### src/rtl/csel_adder_pipe.sv
// ---------------------------------------------------------------------------
// csel_adder_pipe
//
// Pipelined carry-select adder/subtractor with valid/ready handshaking on
// both sides. The WIDTH-bit operation is split into NBLK = WIDTH/BLK blocks.
// Stage k resolves block k: it forms the block sum for carry-in 0 and for
// carry-in 1, then picks one using the carry registered by stage k-1.
// Operand blocks not yet consumed travel alongside in skew registers.
//
// Optional feature macro: CSEL_SUB_EN
//   defined   : sub=1 computes a - b (b inverted, carry-in forced to 1)
//   undefined : sub is accepted but ignored; always a + b + cin
//
// Parameters
//   WIDTH     operand / sum width (default 16)
//   BLK       carry-select block width (default 4); WIDTH % BLK must be 0
//
// Ports
//   clk        clock, all state updates on the rising edge
//   rst        synchronous active-high reset
//   in_valid   operand beat offered
//   in_ready   beat accepted this cycle when in_valid is also 1
//   a, b       operands
//   cin        carry-in (ignored for subtract)
//   sub        1 = subtract (only with CSEL_SUB_EN)
//   out_valid  result beat present
//   out_ready  downstream takes the result
//   sum        result, modulo 2^WIDTH
//   cout       carry out of the MSB (subtract: 1 = no borrow)
//   ovf        two's-complement signed overflow
// ---------------------------------------------------------------------------
module csel_adder_pipe #(
    parameter int WIDTH = 16,
    parameter int BLK   = 4
) (
    input  logic             clk,
    input  logic             rst,
    input  logic             in_valid,
    output logic             in_ready,
    input  logic [WIDTH-1:0] a,
    input  logic [WIDTH-1:0] b,
    input  logic             cin,
    input  logic             sub,
    output logic             out_valid,
    input  logic             out_ready,
    output logic [WIDTH-1:0] sum,
    output logic             cout,
    output logic             ovf
);

    localparam int NBLK = (BLK >= 1) ? (WIDTH / BLK) : 1;

    if (BLK < 1) begin : g_bad_blk
        $error("csel_adder_pipe: BLK must be at least 1");
    end else if ((WIDTH % BLK) != 0) begin : g_bad_width
        $error("csel_adder_pipe: WIDTH must be a multiple of BLK");
    end

    // Index k of these arrays is the input side of stage k; index k+1 is the
    // register output of stage k. w_a carries the partially summed word: each
    // stage rotates it right by BLK and drops its block sum into the top, so
    // after NBLK stages the word is the finished sum in natural bit order.
    logic [WIDTH-1:0] w_a [0:NBLK];
    logic [WIDTH-1:0] w_b [0:NBLK-1];
    logic             w_c [0:NBLK];
    logic             w_v [0:NBLK];
    logic             w_ovf;
    logic             w_adv;
    logic [WIDTH-1:0] w_b_eff;
    logic             w_c0;

`ifdef CSEL_SUB_EN
    assign w_b_eff = sub ? ~b : b;
    assign w_c0    = sub ? 1'b1 : cin;
`else
    logic w_unused_sub;
    assign w_unused_sub = sub;
    assign w_b_eff      = b;
    assign w_c0         = cin;
`endif

    // The whole pipeline moves as one; a stalled output freezes every stage.
    assign w_adv    = !w_v[NBLK] || out_ready;
    assign in_ready = w_adv;

    assign w_a[0] = a;
    assign w_b[0] = w_b_eff;
    assign w_c[0] = w_c0;
    assign w_v[0] = in_valid;

    for (genvar k = 0; k < NBLK; k++) begin : g_stage
        logic [BLK:0]     w_r0;
        logic [BLK:0]     w_r1;
        logic [BLK:0]     w_sel;
        logic [WIDTH-1:0] w_a_nxt;
        logic [WIDTH-1:0] r_a;
        logic             r_c;
        logic             r_v;

        assign w_r0  = {1'b0, w_a[k][BLK-1:0]} + {1'b0, w_b[k][BLK-1:0]};
        assign w_r1  = {1'b0, w_a[k][BLK-1:0]} + {1'b0, w_b[k][BLK-1:0]}
                     + {{BLK{1'b0}}, 1'b1};
        assign w_sel = w_c[k] ? w_r1 : w_r0;

        if (NBLK == 1) begin : g_single
            assign w_a_nxt = w_sel[BLK-1:0];
        end else begin : g_rot
            assign w_a_nxt = {w_sel[BLK-1:0], w_a[k][WIDTH-1:BLK]};
        end

        always_ff @(posedge clk) begin
            if (rst) begin
                r_v <= 1'b0;
                r_a <= '0;
                r_c <= 1'b0;
            end else if (w_adv) begin
                r_v <= w_v[k];
                if (w_v[k]) begin
                    r_a <= w_a_nxt;
                    r_c <= w_sel[BLK];
                end
            end
        end

        assign w_a[k+1] = r_a;
        assign w_c[k+1] = r_c;
        assign w_v[k+1] = r_v;

        if (k < NBLK - 1) begin : g_skew
            // Rotate so the next stage finds its operand block at the bottom.
            logic [WIDTH-1:0] r_b;

            always_ff @(posedge clk) begin
                if (rst) begin
                    r_b <= '0;
                end else if (w_adv && w_v[k]) begin
                    r_b <= {w_b[k][BLK-1:0], w_b[k][WIDTH-1:BLK]};
                end
            end

            assign w_b[k+1] = r_b;
        end else begin : g_last
            // Carry into the MSB recovered from the MSB's own sum bit.
            logic w_cmsb;
            logic r_ovf;

            assign w_cmsb = w_sel[BLK-1] ^ w_a[k][BLK-1] ^ w_b[k][BLK-1];

            always_ff @(posedge clk) begin
                if (rst) begin
                    r_ovf <= 1'b0;
                end else if (w_adv && w_v[k]) begin
                    r_ovf <= w_cmsb ^ w_sel[BLK];
                end
            end

            assign w_ovf = r_ovf;
        end
    end

    assign out_valid = w_v[NBLK];
    assign sum       = w_a[NBLK];
    assign cout      = w_c[NBLK];
    assign ovf       = w_ovf;

endmodule

### config.mk
export PLATFORM = sky130hd
export DESIGN_NAME = csel_adder_pipe
export DESIGN_NICKNAME = d
export VERILOG_FILES = /design/src/rtl/csel_adder_pipe.sv
export SDC_FILE = /design/constraint.sdc
export NUM_CORES = 1
export LEC_CHECK = 0
export CAP_MARGIN = 10
export CORE_MARGIN = 1.5
export CORE_UTILIZATION = 35
export CTS_BUF_LIST = sky130_fd_sc_hd__clkbuf_16
export DETAILED_ROUTE_END_ITERATION = 10
export GPL_TIMING_DRIVEN = 0
export REMOVE_ABC_BUFFERS = 1
export SLEW_MARGIN = 20
export SYNTH_ARGS = -nofsm -noshare
export SYNTH_HDL_FRONTEND = slang
export SYNTH_SLANG_ARGS = --single-unit
### constraint.sdc
create_clock -name clk -period 3.1 [get_ports clk]
set_input_delay 0.62 -clock clk [delete_from_list [all_inputs] [get_ports clk]]
set_output_delay 0.62 -clock clk [all_outputs]
set_load 0.03 [all_outputs]
After elaboration in Yosys (flattened, before gate mapping). Index checks and enable logic that the tools add are counted.

Logic and storage cells: 41. Input bits: 38. Output and inout port bits: 20. Register bits: 97.

Bitwise operators: 3. Add/sub/neg operators: 8. Muxes and demuxes: 4. Reductions and logical operators: 10.

Operator list (number): 4-bit by 4-bit adder with 5-bit output (4); 5-bit by 1-bit adder with 5-bit output (second input constant) (4); 5-bit 2-to-1 mux (4); 2-bit AND reduction (4); 1-bit logical AND (4); 1-bit XOR (3); 1-bit zero test (1); 1-bit logical OR (1).

Depth between registers and ports, before layout. Gate-level depths: netlist of the first run.

Word-level depth: 6. Depth in mapped cells: 11. Depth with buffers taken out: 11.

Worst setup path before layout of the first run. No wires, ideal clock.

Path type: register to register. From: register g_stage[2].r_a[0]. To: register g_stage[3].g_last.r_ovf (netlist: ovf). Period minus slack after synthesis: 2.326 ns. Buffers on the path: 0. Required time: 3.021 ns. Stages on the path, launching flop included: 12. Arrival time: 2.247 ns. Setup time: 0.079 ns. Path slack: 0.774 ns. Cells stage by stage: dfxtp_1 -> ha_1 -> inv_1 -> fa_1 -> inv_1 -> ha_1 -> nand2_1 -> a2111oi_1 -> a32o_2 -> nor3_4 -> xnor2_1 -> a211oi_2.

Word-level cells in the longest chain between the ends: 6.

RTL lines: start, declared (line 96) `logic [WIDTH-1:0] r_a;`; start signal, assigned (line 119) `r_a <= w_a_nxt;`; 4-bit by 4-bit adder with 5-bit output (*) (line 100, 101); 5-bit by 1-bit adder with 5-bit output (line 102) `+ {{BLK{1'b0}}, 1'b1};`; 5-bit 2-to-1 mux (*) (line 103) `assign w_sel = w_c[k] ? w_r1 : w_r0;`; 1-bit XOR (2 in a row) (line 147) `assign w_cmsb = w_sel[BLK-1] ^ w_a[k][BLK-1] ^ w_b[k][BLK-1];`; 1-bit XOR (*) (line 153) `r_ovf <= w_cmsb ^ w_sel[BLK];`; end signal, assigned (line 153); end, declared (line 145) `logic r_ovf;`.

Every way passes the cells marked *; elsewhere a longest branch is shown, timed or not. A chain may end at the register's enable or synchronous reset.

Worst setup path in the final report of the first run.
From: input out_ready. To: output in_ready.

Word-level cells in the longest chain between the ends: 1.

RTL lines: start, declared (line 45) `input logic out_ready,`; 1-bit logical OR (line 83) `assign w_adv = !w_v[NBLK] || out_ready;`; end, declared (line 39) `output logic in_ready,`.

Every way passes these cells.

==> results of run 1 <==
routing by layer:
metal / up-vias / GRT usage, % / part of all wire [%]
li1: 1794 / - / -
met1: 1481 / 16.3 / 49
met2: 51 / 22.9 / 46
met3: 10 / 2.95 / 3.1
met4: 0 / 6.08 / 2.0
met5: - / 0 / 0
placed cells by master, fill, tap and decap left out, drive strengths merged:
| master | count |
|---|---|
| clkinvlp | 1 |
| o31ai | 4 |
| o21ai | 3 |
| dfxtp | 97 |
| nor4 | 1 |
| ha | 20 |
| xor2 | 5 |
| and2 | 4 |
| a2111oi | 1 |
| xnor3 | 1 |
| inv | 22 |
| buf | 2 |
| fa | 4 |
| bufinv | 1 |
| xnor2 | 19 |
| clkinv | 4 |
| clkbuf | 9 |
| nor2 | 28 |
| a32o | 1 |
| clkdlybuf4s50 | 55 |
| a21o | 8 |
| nand2 | 163 |
| a211oi | 17 |
| nor3 | 10 |
| nor2b | 2 |
| a21oi | 82 |
| nand3b | 3 |
metrics by stage:
stage | hold slack, ns | instance area [µm²] | setup slack (ns)
floorplan | 0.426 | 4110 | 0.763
global placement | 0.441 | 4840 | -1.00
detailed placement | 0.445 | 4870 | 0.217
CTS | 0.454 | 5170 | 0.195
global route | 0.471 | 5170 | 0.0652
finish | 0.450 | 5170 | 0.201
power breakdown:
| part | total, W | internal, W | switching [W] |
|---|---|---|---|
| combinational | 0.000253 | 0.000118 | 0.000136 |
| sequential | 0.00131 | 0.00129 | 0.0000240 |
| clock | 0.00111 | 0.000625 | 0.000484 |
| total | 0.00268 | 0.00203 | 0.000643 |
sequential cells by signal (all words and copies together) (netlist names):
register,flops
out_valid,1
sum,16
cout,1
g_stage.r_a,48
ovf,1
g_stage.g_skew.r_b,24
g_stage.r_c,3
g_stage.r_v,3
cell type report:
type                    instances  area, µm²
well taps                     143        179
clock inverters                 7       71.3
multi-input cells             376       2080
fillers                      1180       6450
flip-flops and latches         97       1940
repair buffers                 57        586
clock buffers                   9        225
inverters                      21       78.8
worst max-delay path by stage:
stage / startpoint / to / slack, ns / cells past startpoint
4_1_cts: out_ready / in_ready / 0.19 / 4
5_1_grt: out_ready / in_ready / 0.07 / 4
3_5_place_dp: out_ready / in_ready / 0.22 / 4
6_report: out_ready / in_ready / 0.20 / 4
3_3_place_gp: rst / g_stage[0].r_c / -1.0 / 3
2_1_floorplan: g_stage[2].r_a[0] / ovf / 0.76 / 11
critical path: stages:
cell	delay, ns
clkdlybuf4s50_1	0.41
nor2b_1	0.30
clkinv_1	0.29
clkdlybuf4s50_1	0.67
logic make-up after synthesis:
family	after synthesis	synth area share, %
and+or+nand+nor	211	20.0
buffers and inverters	51	4.62
xor gates and xnor gates	25	5.69
AOI/OAI and AO/OA	116	15.9
DFF	97	46.0
adders and majority gates	24	7.82
==> results.cfg, run 1 <==
[status]
outcome = finished clean

[synth]
synth_flop_cell = dfxtp_1
syn_inst = 524
synth_area_leaders = dfxtp_1, nand2_1, a21oi_1, ha_1, xnor2_1
synth_top_area_share_pct = 46.0
yosysUniqueCellTypes = 28
synth.cell_area_mm2 = 0.00422
ys_ff_latch = 97
post-synth-top-count-cell = nand2_1
synth_warnings = 0
synth.avg_cell_area_um2 = 8.06
synthArstFlopShare_pct = 0
synth_top_area_cell = dfxtp_1
yosys-top-cells-count = nand2_1, dfxtp_1, a21oi_1
yosysSeqAreaShare_pct = 46.0
synth-edff-count = 0

[floorplanning]
dieArea_mm2 = 0.0127
core_mm2 = 0.0116
fp.dieH_um = 113
rows = 39
dieWidth_um = 113
start_util_pct = 36.3
boundaryPins = 58

[routing]
drc = 0
vias_per_cell = 4.70
num_vias = 3336
firstDrtPassIters = 4
wire_per_inst_um = 11.4
wirelength_mm = 8.09
antenna_left = 0
drt_iter0_markers = 126

[layout]
area_delta_synth_final_pct = 22.4
drive_gt1_share_pct = 3.53
fin_cells = 710
nets = 624
diodes = 0
fin_util_pct = 44.5

[clock_tree]
ctsResizeCount = 0
cts-root-buf = clkbuf_16
cts_buffers = 9
path_clk_slew_ns = 0.07
cts_setup_buffers = 0
cts_tree = built
insertion_delay_ns = 0.34
cts.sinks = 97
htree_num_levels = 3
holdBufCountCts = 0
clockBufferDepth = 2

[global_route]
overflow = 0
grt_antenna_before_repair = 0
grt_max_degree = 74
track_usage_pct = 13.5
grt_pass1_vias = 3233
grt_pass1_wl_mm = 14.0

[critical_path]
timing.rr.start = g_stage[2].r_a[0]
crit_type = in -> out
end_kind = primary output
critPathArrivalTime_ns = 2.28
r2r_slack_ns = 0.54
cp_max_fo = 9
reg2regPathDepth = 11
start_kind = primary input
regToRegEndpoint = ovf
critical_path_required_ns = 2.48

[sta]
setup_viol = 0
maxSlewViolCount = 0
fin_tns_setup_ns = 0
clock_skew_ns = 0.00537
min_period_ns = 2.90
fmax_mhz = 345
max_slew_margin_pct = 31.2
worst_slew_pin_slew_ns = 1.03
fin_crit_sh_pct = 93.5
rsz0062_at_grt = no
timing.final.hold_violations = 0

[power]
power_leakage_nw = 1.96
powerDensity_mw_per_mm2 = 518
total_power_w = 0.00268
peakVddDrop_mv = 0.228

[hold_path]
hold_start = g_stage[0].r_a[6]
hp-class = reg -> reg
hold_depth = 2
min_to = g_stage[1].r_a[2]

[flow_run]
max_cap_viol_count = 0

[placed_design]
placedCellCount = 694
gp_congestion = 0.779
port_buffers = 56
dp_hpwl_mm = 5.69
Power figures use the tool's default switching activity.
==> run 2: changes to the inputs <==
--- a/config.mk
+++ b/config.mk
@@ -7,10 +7,11 @@
 export LEC_CHECK = 0
 export CAP_MARGIN = 10
 export CORE_MARGIN = 1.5
-export CORE_UTILIZATION = 35
+export CORE_UTILIZATION = 54
 export CTS_BUF_LIST = sky130_fd_sc_hd__clkbuf_16
 export DETAILED_ROUTE_END_ITERATION = 10
 export GPL_TIMING_DRIVEN = 0
+export PLACE_DENSITY = 0.79
 export REMOVE_ABC_BUFFERS = 1
 export SLEW_MARGIN = 20
 export SYNTH_ARGS = -nofsm -noshare
==> run 2 against run 1 <==
Compared with the run above:
- fmax fell by 1.3%
- via count increased by 4.2%
- non-clock buffer count rose by 1
- highest routed layer unchanged
- core utilization rose by 22 points
- clock-buffer cell count is the same
- setup slack worse by 0.037 ns
- first-iteration DRC count rose by 31%
- largest cell class unchanged
- global-route usage is 6.8 points higher
- critical path depth unchanged
- clock power shrank 5%
- flip-flop and latch count is the same
==> results.cfg, run 2 (synthesis gave the netlist of run 1 again) <==
[power]
peakVddDrop_mv = 0.345
switching_share_pct = 23.1
comb_power_share_pct = 9.8
clkPwrFrac_pct = 40.3
power_leakage_nw = 1.96
seq_power_share_pct = 49.9
powerDensity_mw_per_mm2 = 515
intPower_w = 0.00203
power_switching_w = 0.000608

[sta]
clock_skew_ns = 0.00658
fin_crit_sh_pct = 94.7
worst_slew_pin_slew_ns = 1.02
maxSlewViolCount = 0
setup_viol = 0
timing.final.hold_violations = 0
max_slew_margin_pct = 31.9
min_period_ns = 2.94
fin_tns_setup_ns = 0
fmax_mhz = 341
rsz0062_at_grt = no

[routing]
firstDrtPassIters = 4
drt_iter0_markers = 165
antenna_left = 0
wirelength_mm = 8.10
vias_per_cell = 5.20
num_vias = 3477
wire_per_inst_um = 12.1
drc = 0

[hold_path]
min_to = g_stage[1].r_a[9]
hp-class = reg -> reg
hold_start = g_stage[0].r_a[13]
hold_depth = 2

[floorplanning]
dieWidth_um = 91.4
start_util_pct = 55.2
dieArea_mm2 = 0.00836
core_mm2 = 0.00765
rows = 32
boundaryPins = 58
fp.dieH_um = 91.4

[critical_path]
r2r_slack_ns = 0.53
end_kind = primary output
reg2regPathDepth = 11
critPathArrivalTime_ns = 2.32
critical_path_required_ns = 2.48
start_kind = primary input
regToRegEndpoint = ovf
crit_type = in -> out
timing.rr.start = g_stage[2].g_skew.r_b[0]
cp_max_fo = 9

[global_route]
grt_max_degree = 65
grt_pass1_vias = 3236
grt_antenna_before_repair = 0
overflow = 0
grt_pass1_wl_mm = 13.8
track_usage_pct = 20.3

[layout]
fin_util_pct = 66.9
regMostFlops = g_stage.r_a
area_delta_synth_final_pct = 21.3
largest_reg_flops = 48
drive_gt1_share_pct = 3.88
nFillCells = 652
layout_commonest_cell = nand2_1
stdcell_area_mm2 = 0.00512
fin_cells = 669
layout_common_cells = nand2_1, dfxtp_1, a21oi_1, clkdlybuf4s50_1, nor2_1
diodes = 0
nets = 625

[placed_design]
dp_hpwl_mm = 5.45
port_buffers = 56
placedCellCount = 653
placed_area_mm2 = 0.00482
gp_congestion = 0.821

[clock_tree]
path_clk_slew_ns = 0.06
insertion_delay_ns = 0.33
htree_num_levels = 3
cts_buffers = 9
holdBufCountCts = 0
cts_tree = built
cts-root-buf = clkbuf_16
clockBufferDepth = 2
cts.sinks = 97
ctsResizeCount = 0
cts_setup_buffers = 0

[flow_run]
max_cap_viol_count = 0

[status]
outcome = finished clean
[run 2: through the flow]
stage | hold WS (ns) | power [W] | setup WS, ns
final | 0.448 | 0.00263 | 0.164
after detailed placement | 0.441 | 0.00160 | 0.200
after global placement | 0.438 | 0.00159 | -0.953
after global routing | 0.464 | 0.00274 | 0.0723
after CTS | 0.450 | 0.00265 | 0.184
after floorplan | 0.426 | 0.00149 | 0.763
[run 2: cell type report]
cell class	instances	area (µm²)	area share, %
Inverter	21	78.8	1.54
Timing Repair Buffer	58	601	11.7
Multi-Input combinational cell	376	2080	40.7
Clock inverter	6	60.1	1.17
Sequential cell	97	1940	37.9
Tap cell	102	128	2.49
Clock buffer	9	225	4.40
[run 2: per-layer routing]
metal	global-route usage [%]	part of all wire [%]	vias to the layer above
met4	6.64	0.79	0
met3	3.35	4.1	5
met5	0	0	-
li1	-	-	1791
met2	37.6	50	79
met1	23.5	45	1602
[run 2: how the worst max path moves through the flow]
stage,startpoint,end,slack (ns),cells past startpoint
floorplan,g_stage[2].r_a[0],ovf,0.76,11
global placement,rst,g_stage[0].r_c,-0.95,3
detailed placement,out_ready,in_ready,0.20,4
CTS,out_ready,in_ready,0.18,4
global route,out_ready,in_ready,0.07,4
finish,out_ready,in_ready,0.16,4
[run 2: worst max-delay path, stage by stage]
cell	delay, ns
clkdlybuf4s50_1	0.40
nor2b_1	0.32
clkinv_1	0.31
clkdlybuf4s50_1	0.67
[run 2: power by group through the flow]
stage	Combinational, W	Clock [W]	Sequential [W]
3_3_place_gp	0.000247	0	0.00134
4_1_cts	0.000259	0.00108	0.00131
3_5_place_dp	0.000258	0	0.00134
2_1_floorplan	0.000142	0	0.00134
6_report	0.000259	0.00106	0.00131
5_1_grt	0.000291	0.00113	0.00132
